==> src/rtl/ws2812b_bit_serializer_pkg.sv <==
// Shared types and default 64 MHz timing for the WS2812B bit serializer.
package ws2812b_pkg;

    typedef enum logic [1:0] {
        IDLE  = 2'd0,
        SEND  = 2'd1,
        LATCH = 2'd2
    } state_e;

    localparam int PIXEL_BITS = 24;

    // 64 MHz clock: 1.25 us bit, ~0.40 us / ~0.80 us highs, 300 us latch gap
    localparam int DEF_BIT_CYCLES = 80;
    localparam int DEF_T0H_CYCLES = 26;
    localparam int DEF_T1H_CYCLES = 51;
    localparam int DEF_RES_CYCLES = 19200;

endpackage

==> src/rtl/ws2812b_bit_serializer_if.sv <==
// Pixel handshake between the strip controller (master) and the serializer (slave).
interface ws2812b_bit_serializer_if;
    import ws2812b_pkg::*;

    logic [PIXEL_BITS-1:0] data_in;
    logic                  valid;
    logic                  latch;
    logic                  ready;

    modport master (output data_in, output valid, output latch, input ready);
    modport slave  (input data_in, input valid, input latch, output ready);

endinterface

==> src/rtl/ws2812b_bit_serializer.sv <==
// Serializes one GRB pixel MSB-first as WS2812B pulse-width bits, with an optional latch gap.
module ws2812b_bit_serializer
    import ws2812b_pkg::*;
#(
    parameter int BIT_CYCLES = DEF_BIT_CYCLES,
    parameter int T0H_CYCLES = DEF_T0H_CYCLES,
    parameter int T1H_CYCLES = DEF_T1H_CYCLES,
    parameter int RES_CYCLES = DEF_RES_CYCLES
) (
    input  logic                        clk,
    input  logic                        rst_n,
    ws2812b_bit_serializer_if.slave     pix,
    output logic                        led
);

    localparam int CNT_MAX = (BIT_CYCLES > RES_CYCLES) ? BIT_CYCLES : RES_CYCLES;
    localparam int CW      = $clog2(CNT_MAX);

    localparam logic [CW-1:0] BIT_LAST = CW'(BIT_CYCLES - 1);
    localparam logic [CW-1:0] RES_LAST = CW'(RES_CYCLES - 1);
    localparam logic [CW-1:0] T0H_W    = CW'(T0H_CYCLES);
    localparam logic [CW-1:0] T1H_W    = CW'(T1H_CYCLES);
    localparam logic [4:0]    LAST_BIT = 5'(PIXEL_BITS - 1);

    if (!(T0H_CYCLES > 0 && T0H_CYCLES < T1H_CYCLES && T1H_CYCLES < BIT_CYCLES)) begin : g_bad_timing
        $error("ws2812b_bit_serializer: need 0 < T0H_CYCLES < T1H_CYCLES < BIT_CYCLES");
    end

    state_e                state_q, state_n;
    logic [CW-1:0]         cyc_q, cyc_n;
    logic [4:0]            bit_q, bit_n;
    logic [PIXEL_BITS-1:0] shift_q, shift_n;
    logic                  latch_q, latch_n;
    logic                  ready_q, ready_n;
    logic                  led_q, led_n;

    function automatic logic [CW-1:0] hi_time(input logic one);
        return one ? T1H_W : T0H_W;
    endfunction

    always_ff @(posedge clk or negedge rst_n) begin
        if (!rst_n) begin
            state_q <= IDLE;
            cyc_q   <= '0;
            bit_q   <= '0;
            shift_q <= '0;
            latch_q <= 1'b0;
            ready_q <= 1'b1;
            led_q   <= 1'b0;
        end else begin
            state_q <= state_n;
            cyc_q   <= cyc_n;
            bit_q   <= bit_n;
            shift_q <= shift_n;
            latch_q <= latch_n;
            ready_q <= ready_n;
            led_q   <= led_n;
        end
    end

    always_comb begin
        state_n = state_q;
        cyc_n   = cyc_q;
        bit_n   = bit_q;
        shift_n = shift_q;
        latch_n = latch_q;
        ready_n = ready_q;
        led_n   = 1'b0;

        case (state_q)
            IDLE: begin
                if (pix.valid && ready_q) begin
                    shift_n = pix.data_in;
                    latch_n = pix.latch;
                    bit_n   = '0;
                    cyc_n   = '0;
                    ready_n = 1'b0;
                    state_n = SEND;
                end
            end
            SEND: begin
                if (cyc_q == BIT_LAST) begin
                    cyc_n = '0;
                    if (bit_q == LAST_BIT) begin
                        if (latch_q) begin
                            state_n = LATCH;
                        end else begin
                            state_n = IDLE;
                            ready_n = 1'b1;
                        end
                    end else begin
                        shift_n = shift_q << 1;
                        bit_n   = bit_q + 5'd1;
                    end
                end else begin
                    cyc_n = cyc_q + 1'b1;
                end
            end
            LATCH: begin
                if (cyc_q == RES_LAST) begin
                    cyc_n   = '0;
                    state_n = IDLE;
                    ready_n = 1'b1;
                end else begin
                    cyc_n = cyc_q + 1'b1;
                end
            end
            default: begin
                state_n = IDLE;
                ready_n = 1'b1;
            end
        endcase

        // led is registered, so it is derived from the post-edge counter and shift state
        led_n = (state_n == SEND) && (cyc_n < hi_time(shift_n[PIXEL_BITS-1]));
    end

    assign pix.ready = ready_q;
    assign led       = led_q;

endmodule

==> src/flat_wrapper.sv <==
// flat-port wrapper written by rule: the top's interface ports become plain ports
module ws2812b_bit_serializer_flat import ws2812b_pkg::*;
#(
    parameter int BIT_CYCLES = DEF_BIT_CYCLES,
    parameter int T0H_CYCLES = DEF_T0H_CYCLES,
    parameter int T1H_CYCLES = DEF_T1H_CYCLES,
    parameter int RES_CYCLES = DEF_RES_CYCLES
)
  (clk, rst_n, led, pix_data_in, pix_valid, pix_latch, pix_ready);
  ws2812b_bit_serializer_if pix_i ();
  input  logic clk;
  input  logic rst_n;
  output logic led;
  input wire logic [$bits(pix_i.data_in)-1:0] pix_data_in;
  input wire logic [$bits(pix_i.valid)-1:0] pix_valid;
  input wire logic [$bits(pix_i.latch)-1:0] pix_latch;
  output wire logic [$bits(pix_i.ready)-1:0] pix_ready;
  assign pix_i.data_in = pix_data_in;
  assign pix_i.valid = pix_valid;
  assign pix_i.latch = pix_latch;
  assign pix_ready = pix_i.ready;
  ws2812b_bit_serializer #(.BIT_CYCLES(BIT_CYCLES), .T0H_CYCLES(T0H_CYCLES), .T1H_CYCLES(T1H_CYCLES), .RES_CYCLES(RES_CYCLES)) u_core (.clk(clk), .rst_n(rst_n), .pix(pix_i), .led(led));
endmodule
==> config.mk <==
export PLATFORM = sky130hd
export DESIGN_NAME = ws2812b_bit_serializer_flat
export DESIGN_NICKNAME = d
export VERILOG_FILES = /design/src/rtl/ws2812b_bit_serializer_pkg.sv /design/src/rtl/ws2812b_bit_serializer_if.sv /design/src/rtl/ws2812b_bit_serializer.sv /design/src/flat_wrapper.sv
export SDC_FILE = /design/constraint.sdc
export NUM_CORES = 1
export LEC_CHECK = 0
export ABC_AREA = 1
export CORE_MARGIN = 1.5
export CORE_UTILIZATION = 45
export DETAILED_ROUTE_END_ITERATION = 12
export PLACE_DENSITY_LB_ADDON = 0.15
export SETUP_SLACK_MARGIN = 0.3
export SLEW_MARGIN = 30
export SYNTH_ARGS = -nofsm -noshare
export SYNTH_HDL_FRONTEND = slang
export SYNTH_SLANG_ARGS = --single-unit
==> constraint.sdc <==
create_clock -name clk -period 2.45 [get_ports clk]
set_input_delay 0.245 -clock clk [delete_from_list [all_inputs] [get_ports clk]]
set_output_delay 0.245 -clock clk [all_outputs]
set_load 0.005 [all_outputs]
==> results.toml <==
[critical_path]
critPathLaunch = "u_core.cyc_q[8]"
required_ns = 2.65
crit-reg2reg-capture = "u_core.led"
crit_arrival_ns = 2.25
startpoint_type = "register"
crit_path_end_kind = "register"
worstPathMaxFanout = 6
crit_path_end = "u_core.led"
ff2ff_path_depth = 14
reg2reg_from = "u_core.cyc_q[8]"
worstSetupPathType = "reg -> reg"
rrSetupSlack_ns = 0.40

[final_layout]
layout.nets = 433
n_antenna_cell = 0
drive_above_1_share_pct = 20.1
regArea_sq_um = 1230
area_delta_synth_final_pct = 24.0
stdcell_area_sq_um = 3380
multi_input_area_sq_um = 1400
n_fill_cell = 578
layout.cells.non_filler = 478

[placement]
portBuffers = 29
hpwl_mm = 4.63
placed_cell_area_sq_um = 3110
dp.cells = 461
gp_congestion = 0.965
dp_slack_ns = 0.141

[drt]
final_antenna_net_count = 0
drc = 0
drtIter0Drc = 144
vias = 2470
wire_per_inst_um = 13.6
dr.pass1.iters = 4
drt-total-wl_mm = 6.49
via_per_inst = 5.17

[power_and_ir_drop]
p_comb_share_pct = 4.7
netSwitchingFraction_pct = 22.3
intPower_mw = 1.05
p_switching_uw = 303
pwr_density_cell_nw_per_um2 = 402
clockPowerShare_pct = 35.7
leakage_nw = 1.75
seqPwrFrac_pct = 59.6
ir_drop_mv = 0.321
total_power_mw = 1.36

[sta]
finalCritPeriodShare_pct = 83.5
maxSlewHeadroom_pct = 61.8
worst_slew_pin_slew_ns = 0.572
grt_setup_unrepaired = "true"
period_needed_ns = 2.05
timing.fmax_mhz = 489
final-hold-violation-count = 0
setup_viol = 0
setup-tns-final_ns = 0
worst_clock_skew_ns = 0.00700
finalWorstSetupSlack_ns = 0.403
finalMaxSlewViolations = 0

[global_route]
grt_first_pass_wirelength_mm = 10.4
overflow = 0
grt_pass1_vias = 2175
grt_max_degree = 27
antenna_found_initial = 0
grtUsageTotal_pct = 20.8

[synth]
synth_seq_cells = 49
yosysSeqAreaShare_pct = 45.1
netlist_instances = 358
synth_top_area_share_pct = 44.1
yosysUniqueCellTypes = 34
netlist.top_cell.by_area = "dfrtp_1"
synth_area_sq_um = 2720
synth_warnings = 0
synthTopCellsByArea = "dfrtp_1 (44%), nand2_1 (17%), a22oi_1 (5.8%), inv_1 (4.5%), nor2_1 (4.1%)"
syn_nets = 389
avgSynthCellArea_sq_um = 7.61

[cts]
clk_pin_slew_worst_paths_ns = 0.09
clock_sinks = 49
htree_levels = 2
cts_tree = "done"
insertion_delay_ns = 0.31
root_buffer = "clkbuf_8"
clk_path_buf_depth = 2
cts_buffers = 5

[floorplanning]
die_y_um = 80.8
die_area_sq_um = 6530
num_rows = 28
coreArea_sq_um = 5890
fp.dieW_um = 80.8
ios = 30
start_util_pct = 46.3

[min_path]
worstHoldPathType = "in -> async"

[run_status]
status = "completed"

[run]
maxCapViolCount = 0
through the flow:
step,hold WS [ns],util [%]
global placement,0.160,52.8
finish,0.349,57.4
detailed placement,0.167,52.8
CTS,0.358,54.7
global route,0.384,57.4
floorplan,-0.0506,-
how the worst min path moves through the flow:
stage	endpoint	slack (ns)	cells after the start
after global routing	u_core.bit_q[4]	0.38	2
after CTS	u_core.latch_q	0.36	2
final	u_core.latch_q	0.35	2
after detailed placement	u_core.bit_q[1]	0.17	1
after floorplan	u_core.bit_q[0]	-0.05	0
after global placement	u_core.bit_q[1]	0.16	1
power groups by stage:
stage | clock [mW] | sequential, mW | combinational [mW]
2_1_floorplan | 0 | 0.824 | 0.000896
3_3_place_gp | 0 | 0.824 | 0.0632
3_5_place_dp | 0 | 0.824 | 0.0639
4_1_cts | 0.501 | 0.808 | 0.0651
5_1_grt | 0.529 | 0.808 | 0.0715
6_report | 0.484 | 0.808 | 0.0643
worst max-delay path, stage by stage, from the launching register on:
cell     delay, ns
dfrtp_1       0.46
nor2_1        0.19
nand2_1       0.07
nor2_1        0.14
nand2_2       0.08
nand2_2       0.07
nand2_2       0.07
o21ai_2       0.07
o21ai_2       0.10
ha_4          0.27
nand3_2       0.07
nor2_2        0.12
nand3_1       0.09
nand3_1       0.09
nor2_1        0.05
cells in the mapped netlist, drive strengths merged:
| cell type | instances |
|---|---|
| buf | 8 |
| nand3 | 18 |
| nand3b | 1 |
| clkinv | 1 |
| ha | 3 |
| o211ai | 3 |
| nor3 | 5 |
| a211oi | 1 |
| nand2 | 134 |
| xor2 | 3 |
| nand4 | 10 |
| xnor2 | 1 |
| or2 | 1 |
| dfrtp | 48 |
| nor2 | 41 |
| o21ai | 11 |
| clkbuf | 2 |
| inv | 38 |
| a22oi | 21 |
| dfstp | 1 |
| a21oi | 7 |
cells by family after synthesis:
group / share of synthesized area, %
adder cells (fa/ha/maj): 1.38
buffers and inverters: 7.77
XOR/XNOR: 1.29
AO/OA/AOI/OAI: 10.6
AND/OR/NAND/NOR: 33.9
flip-flops: 45.1
cell type report:
type,count,share of cell area [%]
Clock inverter,1,0.259
Timing Repair Buffer,47,12.5
Sequential cell,49,36.5
Tap cell,75,2.78
Clock buffer,7,2.26
Inverter,39,4.34
Multi-Input combinational cell,260,41.3
placed cells by master (no fill, tap or decap), types with 7 or more instances in the layout:
cell type        instances
dfrtp_1                 44
nor2_2                  10
clkdlybuf4s50_1         28
nor2_1                  26
buf_4                   17
inv_1                   32
nand2_1                119
a22oi_1                 21
nand4_1                  9
o21ai_0                  7
nand2_2                 14
inv_2                    7
nand3_1                 15
flip-flops by register name, summed over array words and instances, names as in the netlist:
register,count
u_core.bit_q,5
u_core.cyc_q,15
u_core.latch_q,1
u_core.led,1
u_core.pix.ready,1
u_core.shift_q,24
u_core.state_q,2
repair_timing:
action / CTS / global route
gates resized for setup: 1 / 30
endpoints found under the setup margin: 26 / 1
pin swaps: 0 / 16
hold buffers: 1 / 0
setup buffers: 1 / 7
hold endpoints to repair: 10 / 0
cloned: 0 / 0
routing by layer:
metal  up-vias  wire (um)  track usage [%]  share of wire, %
li1       1241          -                -                 -
met1      1161       3020             29.1                47
met3         7        323             5.17               5.0
met5         -          0                0                 0
met2        61       3080             32.4                47
met4         0         64             5.52              0.99
No activity file was read; power rests on OpenSTA's default activity.
==> RTL edit: new RTL, same flow settings <==
Encoding of `state_e`: now one-hot (3 bits for 3 states).
--- a/src/rtl/ws2812b_bit_serializer_pkg.sv
+++ b/src/rtl/ws2812b_bit_serializer_pkg.sv
@@ -1,10 +1,10 @@
 // Shared types and default 64 MHz timing for the WS2812B bit serializer.
 package ws2812b_pkg;
 
-    typedef enum logic [1:0] {
-        IDLE  = 2'd0,
-        SEND  = 2'd1,
-        LATCH = 2'd2
+    typedef enum logic [2:0] {
+        IDLE  = 3'b001,
+        SEND  = 3'b010,
+        LATCH = 3'b100
     } state_e;
 
     localparam int PIXEL_BITS = 24;
Formal check against the unedited RTL: same outputs for any inputs over 10 cycles, from zero or initial values and one cycle with rst_n low; not proved beyond that.
==> RTL edit against the unedited design <==
Via count rose by 1.5%. Largest cell class unchanged. Routed wire length fell by 0.22%. Cell count is 2.1% higher. Worst setup slack lost 0.0065 ns. First-iteration DRC count rose by 2.1%. Non-clock buffer count increased by 3. Hold slack lost 0.33 ns. Sequential cell count is 1 higher. Synthesized area up 2.6%. Die area increased by 2.5%. Final area increased by 3.9%. Count of clock-buffer cells in the layout down 2.
Power is not compared: it rests on default switching activity, and its combinational part moved more than twofold at a synthesized area within 25%.
==> RTL edit: results (changes against the unedited design) <==
outcome: complete, no violations
CP peak stage delay: 0.41 ns (-0.05 ns)
vias in the first global route: 2263 (+4.0%)
Worst-Margin Slew: 0.640 ns (+0.0684 ns)
critical path's top delay family: simple AND/OR/NAND/NOR gates
slowest CP cell: dfrtp_1
GP Congestion: 0.883 (-8.5%)
Post-DP HPWL: 4.35 mm (-6.0%)
Initial DRC Count: 147 (+2.1%)
Period minus WS final: 2.05 ns (+0.00653 ns)
post-synthesis sequential area ratio: 44.9% (-0.21 points)
first-pass GRT wire length: 10.4 mm (-0.60%)
Layout Skew: 0.0144 ns (+0.00739 ns)
Regs by FF count: u_core.shift_q: 24 flops, u_core.cyc_q: 15 flops, u_core.bit_q: 5 flops
CP Launch Point: u_core.bit_q[1]
Synth Net Count: 395 (+1.5%)
Post-synth top cells: nand2_1 (118), dfrtp_1 (48), nor2_1 (39)
router iterations before antenna repair: 4 (unchanged)
pre-CTS WS: 0.166 ns (+0.0248 ns)
fraction of layout cells with a size suffix above 1: 20.8% (+0.72 points)
# nets final: 443 (+2.3%)
CP Max Fanout: 4 (-2)
Distinct cells, synth: 35 (+2.9%)
vias: 2506 (+1.5%)
Area contributors post-synth: dfrtp_1 (43%), nand2_1 (16%), a22oi_1 (5.9%)
worst r2r src: u_core.bit_q[1]
Clock Pin Slew Worst Setup and Hold Paths: 0.10 ns
largest net degree at the start of global routing: 51 (+89%)
total track usage: 20.4% (-0.49 points)
Routed wire per std cell: 13.3 um (-2.3%)
Primary FF master, synth: dfrtp_1
worst vdd ir: 0.438 mV
fill count: 549 (-5.0%)
## RTL edit: area by class of cell
cell class	instances	share of cell area, %
well taps	75	2.68
multi-input cells	263	40.5
clock inverters	3	1.39
flip-flops and latches	50	36.2
clock buffers	5	1.96
repair buffers	50	12.6
inverters	42	4.64
## RTL edit: worst min path at each step
stage	slack [ns]	to	from
after CTS	0.05	u_core.bit_q[2]	rst_n
after global placement	0.40	u_core.bit_q[2]	rst_n
final	0.02	u_core.shift_q[2]	rst_n
after global routing	0.09	u_core.bit_q[1]	rst_n
after detailed placement	0.39	u_core.bit_q[2]	rst_n
after floorplan	-0.05	u_core.bit_q[0]	rst_n
## RTL edit: through the flow
stage          util, %  instances  cell area (sq um)
2_1_floorplan        -        364               2790
3_3_place_gp      53.1        465               3160
3_5_place_dp      53.1        465               3160
4_1_cts           55.9        475               3330
5_1_grt           58.9        488               3510
6_report          58.9        488               3510
## RTL edit: cell families after synthesis
family | synth area share (%)
simple gates | 33.5
buf+inv | 7.88
flops | 44.9
compound gates | 10.2
xor+xnor | 2.19
fa+ha+maj | 1.34
## RTL edit: per-layer routing
layer / global-route usage [%] / share of wire (%)
met1: 28.5 / 45
met2: 31.3 / 48
met3: 4.11 / 5.4
met4: 7.12 / 1.7
met5: 0 / 0
## RTL edit: power by group through the flow
stage	Sequential [mW]	Combinational, mW	Clock (mW)
2_1_floorplan	1.16	0.694	0
3_3_place_gp	1.20	0.989	0
3_5_place_dp	1.20	1.01	0
4_1_cts	1.19	1.07	0.625
5_1_grt	1.21	1.23	0.659
6_report	1.19	1.09	0.613
## RTL edit: repair_timing
action,4_1_cts,5_1_grt
resized for setup,8,28
hold endpoints to repair,0,0
buffers inserted,2,13
endpoints found under the setup margin,1,1
pin swaps,1,9
gates cloned,0,0
